### src/rtl/rs232_pkg.sv
// Shared definitions for the RS232 receiver: state encoding, parameter defaults,
// sample-tick positions inside a bit period and the majority voter.
package rs232_pkg;

  localparam int DATA_BITS_DEF   = 8;
  localparam int OVERSAMPLE_DEF  = 8;
  localparam int SYNC_STAGES_DEF = 2;

  typedef enum logic [2:0] {
    ST_IDLE,
    ST_START,
    ST_DATA,
    ST_STOP,
    ST_BREAK
  } rx_state_e;

  // Tick indices of the three samples voted on in each bit period (M-1, M, M+1).
  function automatic int tick_lo(input int os);
    return os / 2 - 1;
  endfunction

  function automatic int tick_mid(input int os);
    return os / 2;
  endfunction

  function automatic int tick_hi(input int os);
    return os / 2 + 1;
  endfunction

  function automatic logic majority3(input logic a, input logic b, input logic c);
    return (a & b) | (a & c) | (b & c);
  endfunction

endpackage

### src/rtl/rs232_rx_if.sv
// Byte delivery and error-status bundle between the receiver and its consumer.
interface rs232_rx_if #(
  parameter int DATA_BITS = 8
);
  logic [DATA_BITS-1:0] data;
  logic                 data_valid;
  logic                 data_ready;
  logic                 frame_err;
  logic                 overrun;
  logic                 err_clr;

  modport master (
    output data, data_valid, frame_err, overrun,
    input  data_ready, err_clr
  );

  modport slave (
    input  data, data_valid, frame_err, overrun,
    output data_ready, err_clr
  );
endinterface

### src/rtl/rs232_rx_sampler.sv
// Line synchroniser, per-bit tick counter and three-sample majority voter.
// Emits bit_strobe on the decision tick (M+1) with the voted bit in bit_val.
module rs232_rx_sampler
  import rs232_pkg::*;
#(
  parameter int OVERSAMPLE  = OVERSAMPLE_DEF,
  parameter int SYNC_STAGES = SYNC_STAGES_DEF
) (
  input  logic clk,
  input  logic reset_n,
  input  logic rx_en,
  input  logic rxd,
  input  logic restart,     // current rx_en tick is tick 0 of a start bit
  output logic rxs,
  output logic bit_strobe,
  output logic bit_val
);

  localparam int CNT_W = $clog2(OVERSAMPLE);
  localparam logic [CNT_W-1:0] TICK_LO   = CNT_W'(tick_lo(OVERSAMPLE));
  localparam logic [CNT_W-1:0] TICK_MID  = CNT_W'(tick_mid(OVERSAMPLE));
  localparam logic [CNT_W-1:0] TICK_HI   = CNT_W'(tick_hi(OVERSAMPLE));
  localparam logic [CNT_W-1:0] TICK_LAST = CNT_W'(OVERSAMPLE - 1);

  logic [SYNC_STAGES-1:0] sync_q, sync_d;
  logic [CNT_W-1:0]       cnt_q, cnt_d;
  logic                   samp_lo_q, samp_lo_d;
  logic                   samp_mid_q, samp_mid_d;

  assign rxs        = sync_q[SYNC_STAGES-1];
  assign bit_strobe = rx_en && (cnt_q == TICK_HI);
  assign bit_val    = majority3(samp_lo_q, samp_mid_q, rxs);

  // Next-state: shift the synchroniser every clk; count ticks and capture samples on rx_en.
  always_comb begin
    sync_d     = {sync_q[SYNC_STAGES-2:0], rxd};
    cnt_d      = cnt_q;
    samp_lo_d  = samp_lo_q;
    samp_mid_d = samp_mid_q;
    if (rx_en) begin
      if (restart)                cnt_d = CNT_W'(1);
      else if (cnt_q == TICK_LAST) cnt_d = '0;
      else                        cnt_d = cnt_q + CNT_W'(1);
      if (cnt_q == TICK_LO)  samp_lo_d  = rxs;
      if (cnt_q == TICK_MID) samp_mid_d = rxs;
    end
  end

  // Sampler registers; the synchroniser resets to the idle (high) line level.
  always_ff @(posedge clk or negedge reset_n) begin
    if (!reset_n) begin
      sync_q     <= '1;
      cnt_q      <= '0;
      samp_lo_q  <= 1'b1;
      samp_mid_q <= 1'b1;
    end else begin
      sync_q     <= sync_d;
      cnt_q      <= cnt_d;
      samp_lo_q  <= samp_lo_d;
      samp_mid_q <= samp_mid_d;
    end
  end

endmodule

### src/rtl/rs232_rx.sv
// 8N1 UART receiver: frame FSM on top of the oversampling sampler, a one-byte
// holding register with valid/ready delivery, and sticky framing/overrun flags.
module rs232_rx
  import rs232_pkg::*;
#(
  parameter int DATA_BITS   = DATA_BITS_DEF,
  parameter int OVERSAMPLE  = OVERSAMPLE_DEF,
  parameter int SYNC_STAGES = SYNC_STAGES_DEF
) (
  input  logic          clk,
  input  logic          reset_n,
  input  logic          rx_en,
  input  logic          rxd,
  rs232_rx_if.master    bus
);

  localparam int BCNT_W = $clog2(DATA_BITS);
  localparam logic [BCNT_W-1:0] BIT_LAST = BCNT_W'(DATA_BITS - 1);

  logic rxs, bit_strobe, bit_val, restart;

  rx_state_e              state_q, state_d;
  logic [BCNT_W-1:0]      bit_cnt_q, bit_cnt_d;
  logic [DATA_BITS-1:0]   shift_q, shift_d;
  logic                   dlv_q, dlv_d;          // byte completed at the stop decision
  logic                   ferr_set_q, ferr_set_d;

  logic [DATA_BITS-1:0]   data_q, data_d;
  logic                   valid_q, valid_d;
  logic                   ferr_q, ferr_d;
  logic                   ovr_q, ovr_d;
  logic                   ovr_set;

  rs232_rx_sampler #(
    .OVERSAMPLE  (OVERSAMPLE),
    .SYNC_STAGES (SYNC_STAGES)
  ) u_sampler (
    .clk        (clk),
    .reset_n    (reset_n),
    .rx_en      (rx_en),
    .rxd        (rxd),
    .restart    (restart),
    .rxs        (rxs),
    .bit_strobe (bit_strobe),
    .bit_val    (bit_val)
  );

  // Frame FSM next-state: start detect, data shift-in, stop check and break hold-off.
  always_comb begin
    state_d    = state_q;
    bit_cnt_d  = bit_cnt_q;
    shift_d    = shift_q;
    dlv_d      = 1'b0;
    ferr_set_d = 1'b0;
    restart    = 1'b0;
    case (state_q)
      ST_IDLE: begin
        if (rx_en && !rxs) begin
          state_d = ST_START;
          restart = 1'b1;
        end
      end
      ST_START: begin
        bit_cnt_d = '0;
        if (bit_strobe) state_d = bit_val ? ST_IDLE : ST_DATA;
      end
      ST_DATA: begin
        if (bit_strobe) begin
          shift_d = {bit_val, shift_q[DATA_BITS-1:1]};
          if (bit_cnt_q == BIT_LAST) state_d = ST_STOP;
          else                       bit_cnt_d = bit_cnt_q + BCNT_W'(1);
        end
      end
      ST_STOP: begin
        if (bit_strobe) begin
          if (bit_val) begin
            state_d = ST_IDLE;
            dlv_d   = 1'b1;
          end else begin
            state_d    = ST_BREAK;
            ferr_set_d = 1'b1;
          end
        end
      end
      ST_BREAK: begin
        if (rx_en && rxs) state_d = ST_IDLE;
      end
      default: state_d = ST_IDLE;
    endcase
  end

  // Holding register and sticky flags; a set event outranks err_clr in the same cycle.
  always_comb begin
    data_d  = data_q;
    valid_d = valid_q;
    ovr_set = 1'b0;
    if (valid_q && bus.data_ready) valid_d = 1'b0;
    if (dlv_q) begin
      if (!valid_q || bus.data_ready) begin
        data_d  = shift_q;
        valid_d = 1'b1;
      end else begin
        ovr_set = 1'b1;
      end
    end
    ferr_d = (ferr_q && !bus.err_clr) || ferr_set_q;
    ovr_d  = (ovr_q  && !bus.err_clr) || ovr_set;
  end

  // All receiver state; reset drops any partial frame and the held byte.
  always_ff @(posedge clk or negedge reset_n) begin
    if (!reset_n) begin
      state_q    <= ST_IDLE;
      bit_cnt_q  <= '0;
      shift_q    <= '0;
      dlv_q      <= 1'b0;
      ferr_set_q <= 1'b0;
      data_q     <= '0;
      valid_q    <= 1'b0;
      ferr_q     <= 1'b0;
      ovr_q      <= 1'b0;
    end else begin
      state_q    <= state_d;
      bit_cnt_q  <= bit_cnt_d;
      shift_q    <= shift_d;
      dlv_q      <= dlv_d;
      ferr_set_q <= ferr_set_d;
      data_q     <= data_d;
      valid_q    <= valid_d;
      ferr_q     <= ferr_d;
      ovr_q      <= ovr_d;
    end
  end

  assign bus.data       = data_q;
  assign bus.data_valid = valid_q;
  assign bus.frame_err  = ferr_q;
  assign bus.overrun    = ovr_q;

endmodule
### src/flat_wrapper.sv
// flat-port wrapper written by rule: the top's interface ports become plain ports
module rs232_rx_flat import rs232_pkg::*;
#(
  parameter int DATA_BITS   = DATA_BITS_DEF,
  parameter int OVERSAMPLE  = OVERSAMPLE_DEF,
  parameter int SYNC_STAGES = SYNC_STAGES_DEF
)
  (clk, reset_n, rx_en, rxd, bus_data, bus_data_valid, bus_frame_err, bus_overrun, bus_data_ready, bus_err_clr);
  rs232_rx_if #(.DATA_BITS(DATA_BITS)) bus_i ();
  input  logic clk;
  input  logic reset_n;
  input  logic rx_en;
  input  logic rxd;
  output wire logic [$bits(bus_i.data)-1:0] bus_data;
  output wire logic [$bits(bus_i.data_valid)-1:0] bus_data_valid;
  output wire logic [$bits(bus_i.frame_err)-1:0] bus_frame_err;
  output wire logic [$bits(bus_i.overrun)-1:0] bus_overrun;
  input wire logic [$bits(bus_i.data_ready)-1:0] bus_data_ready;
  input wire logic [$bits(bus_i.err_clr)-1:0] bus_err_clr;
  assign bus_data = bus_i.data;
  assign bus_data_valid = bus_i.data_valid;
  assign bus_frame_err = bus_i.frame_err;
  assign bus_overrun = bus_i.overrun;
  assign bus_i.data_ready = bus_data_ready;
  assign bus_i.err_clr = bus_err_clr;
  rs232_rx #(.DATA_BITS(DATA_BITS), .OVERSAMPLE(OVERSAMPLE), .SYNC_STAGES(SYNC_STAGES)) u_core (.clk(clk), .reset_n(reset_n), .rx_en(rx_en), .rxd(rxd), .bus(bus_i));
endmodule
### config.mk
export PLATFORM = sky130hd
export DESIGN_NAME = rs232_rx_flat
export DESIGN_NICKNAME = d
export VERILOG_FILES = /design/src/rtl/rs232_pkg.sv /design/src/rtl/rs232_rx_if.sv /design/src/rtl/rs232_rx_sampler.sv /design/src/rtl/rs232_rx.sv /design/src/flat_wrapper.sv
export SDC_FILE = /design/constraint.sdc
export NUM_CORES = 1
export LEC_CHECK = 0
export ABC_CLOCK_PERIOD_IN_PS = 4900
export CORE_MARGIN = 1.5
export CORE_UTILIZATION = 35
export CTS_CLUSTER_DIAMETER = 150
export DETAILED_ROUTE_END_ITERATION = 8
export HOLD_SLACK_MARGIN = 0.15
export PLACE_DENSITY = 0.5
export SYNTH_ARGS = -nofsm -noshare
export SYNTH_HDL_FRONTEND = slang
export SYNTH_SLANG_ARGS = --single-unit
### constraint.sdc
create_clock -name clk -period 4.9 [get_ports clk]
set_input_delay 0.98 -clock clk [delete_from_list [all_inputs] [get_ports clk]]
set_output_delay 0.98 -clock clk [all_outputs]
set_load 0.01 [all_outputs]
==> metrics.md <==
| Metric | Value |
|---|---|
| Status | `complete, no violations` |
| Syn_nets | `132` |
| Width of the die | `69.04 um` |
| Inserted Clock Buffers | `5` |
| Setup TNS | `0 ns` |
| CP Max Fanout | `13` |
| Fillers | `387` |
| # diodes | `0` |
| Most used DFF post-synth | `dfrtp_1` |
| Die height | `69.04 um` |
| Total GRT Usage | `0.1170` |
| Fin cells | `191` |
| F_max | `0.3688 GHz` |
| Yosys cell types | `35` |
| Synthesized flop and latch total | `34` |
| Hold Path Depth | `0` |
| Crit path largest cell delay | `0.71 ns` |
| Clock Skew | `0.007116 ns` |
| Worst setup SP type | `primary input` |
| Die area | `4767 um2` |
| Top Ports | `17` |
| Power density over the cells | `406.4 nW/um2` |
| Max Cap Viol | `0` |
| R2R cell count | `5` |
| Initial antenna violation count | `0` |
| Period utilization | `0.5534` |
| Vias in the first global route | `920` |
| CP Capture Type | `flip-flop` |
| Slew Limit Fails | `0` |
| IO Port Bufs | `16` |
| DR iter-0 viols | `81` |
| Number of H-tree levels | `2` |
| Clock latency on the worst-skew pair | `0.28 ns` |
| Hold Path Class | `flip-flop to flip-flop` |
| Vias per inst | `4.953` |
| CP Class | `primary input to flip-flop` |
| Register area share after synthesis | `0.5607` |
| Worst Max-Slew Pin Slew | `0.4538 ns` |
| Placed cell count | `183` |
| Synth warn | `0` |
| DRC errors left | `0` |
| Async S/R FF share, synth | `1.000` |
| Placer's final routability congestion estimate | `0.6954` |
| Peak VDD IR | `299.9 uV` |
| First-pass GRT wire length | `4.278 mm` |
| Gate Count Post-Synth | `119` |
| Synthesized area | `1526 um2` |
| Wire length per cell | `12.66 um` |
| Post-CTS setup buffer count | `0` |
| Dpl hpwl | `1.683 mm` |
| Layout cells sized above 1 | `0.2270` |
| Largest net degree at the start of global routing | `35` |
| DRT antenna net count | `0` |
| Drt pass-1 iters | `4` |
| Arr. time, crit path | `2.88 ns` |
| EDFF count, synth | `0` |
| Clk pin slew, worst setup/hold paths | `0.07 ns` |
| Core box area | `4086 um2` |
| RSZ-0062 raised after global routing | `false` |
| Site Rows | `23` |
| Clock Sink Count | `34` |
| Final hold viol count | `0` |
| WL final | `2.419 mm` |
| Worst slew margin | `0.6974` |
| Cell leakage power | `0.8969 nW` |
| Final setup fails | `0` |
| Starting Density | `0.3735` |
| Root Buffer | `clkbuf_8` |
| Total grt overflow | `0` |
| Worst EP required | `5.07 ns` |
| CTS tree | `built` |
| Synthesis-to-finish area growth | `19.75%` |
| Final min period | `2.712 ns` |
| CP Cell Sequence | `clkdlybuf4s50_1 > nand3_1 > or3_1 > mux2_4` |
| Worst-case clock buffer depth | `2` |
| Syn_area_per_cell | `12.83 um2` |
| Post_cts resized | `0` |
| Final #Nets | `153` |
| Slowest CP cell | `clkdlybuf4s50_1` |
| Hold buffers post-CTS | `0` |
| Routed vias | `946` |
==> final timing paths <==
check                      slack (ns)                             startpoint                                    to
max reg2reg                      2.99  u_core.u_sampler.cnt_q[1]$_DFFE_PN0P_         u_core.shift_q[5]$_DFFE_PN0P_
max                              2.19                                  rx_en         u_core.shift_q[5]$_DFFE_PN0P_
min in group asynchronous        1.10                                reset_n        u_core.bus.data[0]$_DFFE_PN0P_
min                              0.36   u_core.u_sampler.sync_q[0]$_DFF_PN1_  u_core.u_sampler.sync_q[1]$_DFF_PN1_
max in group asynchronous        3.46                                reset_n  u_core.u_sampler.sync_q[1]$_DFF_PN1_
min reg2reg                      0.36   u_core.u_sampler.sync_q[0]$_DFF_PN1_  u_core.u_sampler.sync_q[1]$_DFF_PN1_
==> kinds of logic after synthesis <==
| group | synth area share |
|---|---|
| and+or+nand+nor | 0.1410 |
| DFF | 0.5607 |
| muxes | 0.1590 |
| AOI/OAI and AO/OA | 0.04836 |
| buffers and inverters | 0.02705 |
| adders and majority gates | 0.06393 |
==> cell type report <==
cell class / count / area (um2) / share of cell area
clock buffer: 8 / 90.09 / 0.04928
inverter: 6 / 22.52 / 0.01232
sequential: 34 / 855.8 / 0.4682
timing repair buffer: 17 / 167.7 / 0.09172
tap: 50 / 62.56 / 0.03422
multi-input combinational: 76 / 629.4 / 0.3443
==> cells in the mapped netlist (2+ instances only) <==
cell      instances  area share
a211oi_1          2      0.0098
clkbuf_1          2      0.0049
dfrtp_1          30        0.49
dfstp_2           4       0.069
ha_1              7       0.057
inv_1             6       0.015
mux2_2           10       0.074
mux2_4            8       0.079
nand2_1           7       0.017
nand3_1           8       0.026
nand4b_1          3       0.017
nor2_1            3      0.0074
nor2b_1           3       0.012
nor3_1            2      0.0066
o21ai_0           3      0.0098
or3_1             2      0.0082
==> metal layers <==
layer,up-vias,global-route usage,wire length (um)
li1,464,-,-
met1,456,0.1421,1114
met2,19,0.1774,1127
met3,7,0.04532,111
met4,0,0.06536,65
met5,-,0,0
==> worst max-delay path: cells and delay by family <==
| family | cells | cell delay (ns) |
|---|---|---|
| mux | 1 | 0.37 |
| simple gates | 2 | 0.83 |
| buf+inv | 1 | 0.71 |
==> sequential cells by signal, summed over array words and instances (netlist names) <==
name,flops
u_core.bus.data_valid,1
u_core.dlv_q,1
u_core.bus.data,8
u_core.bus.overrun,1
u_core.u_sampler.cnt_q,3
u_core.u_sampler.samp_mid_q,1
u_core.bus.frame_err,1
u_core.shift_q,8
u_core.u_sampler.sync_q,2
u_core.state_q,3
u_core.bit_cnt_q,3
u_core.ferr_set_q,1
u_core.u_sampler.samp_lo_q,1
==> through the flow <==
step | cell area [um2] | hold WS (ns) | utilization | total power [W] | setup slack, ns
after global placement | 1738 | 0.3464 | 0.4253 | 0.0005348 | 1.935
after floorplan | 1526 | 0.3452 | - | 0.0004940 | 2.918
after CTS | 1828 | 0.3565 | 0.4473 | 0.0007573 | 2.203
after detailed placement | 1738 | 0.3475 | 0.4253 | 0.0005428 | 1.890
final | 1828 | 0.3556 | 0.4473 | 0.0007429 | 2.188
after global routing | 1828 | 0.3599 | 0.4473 | 0.0008015 | 2.058
==> layout by cell type (no fill, tap or decap), types with 2 or more instances in the layout <==
master and n:
a211oi_1 2, clkbuf_1 2, clkbuf_8 6, clkdlybuf4s50_1 16, dfrtp_1 30, dfstp_2 4, ha_1 7, inv_1 6
mux2_2 10, mux2_4 8, nand2_1 7, nand3_1 8, nand4b_1 3, nor2_1 3, nor2b_1 3, nor3_1 2
o21ai_0 3, or3_1 2
==> report_power, final <==
group / internal, W / leakage [nW] / switching [W]
Sequential: 0.000327 / 0.450 / 0.0000521
Combinational: 0.0000792 / 0.401 / 0.0000747
Clock: 0.000114 / 0.0455 / 0.0000950
Power figures use the tool's default switching activity.
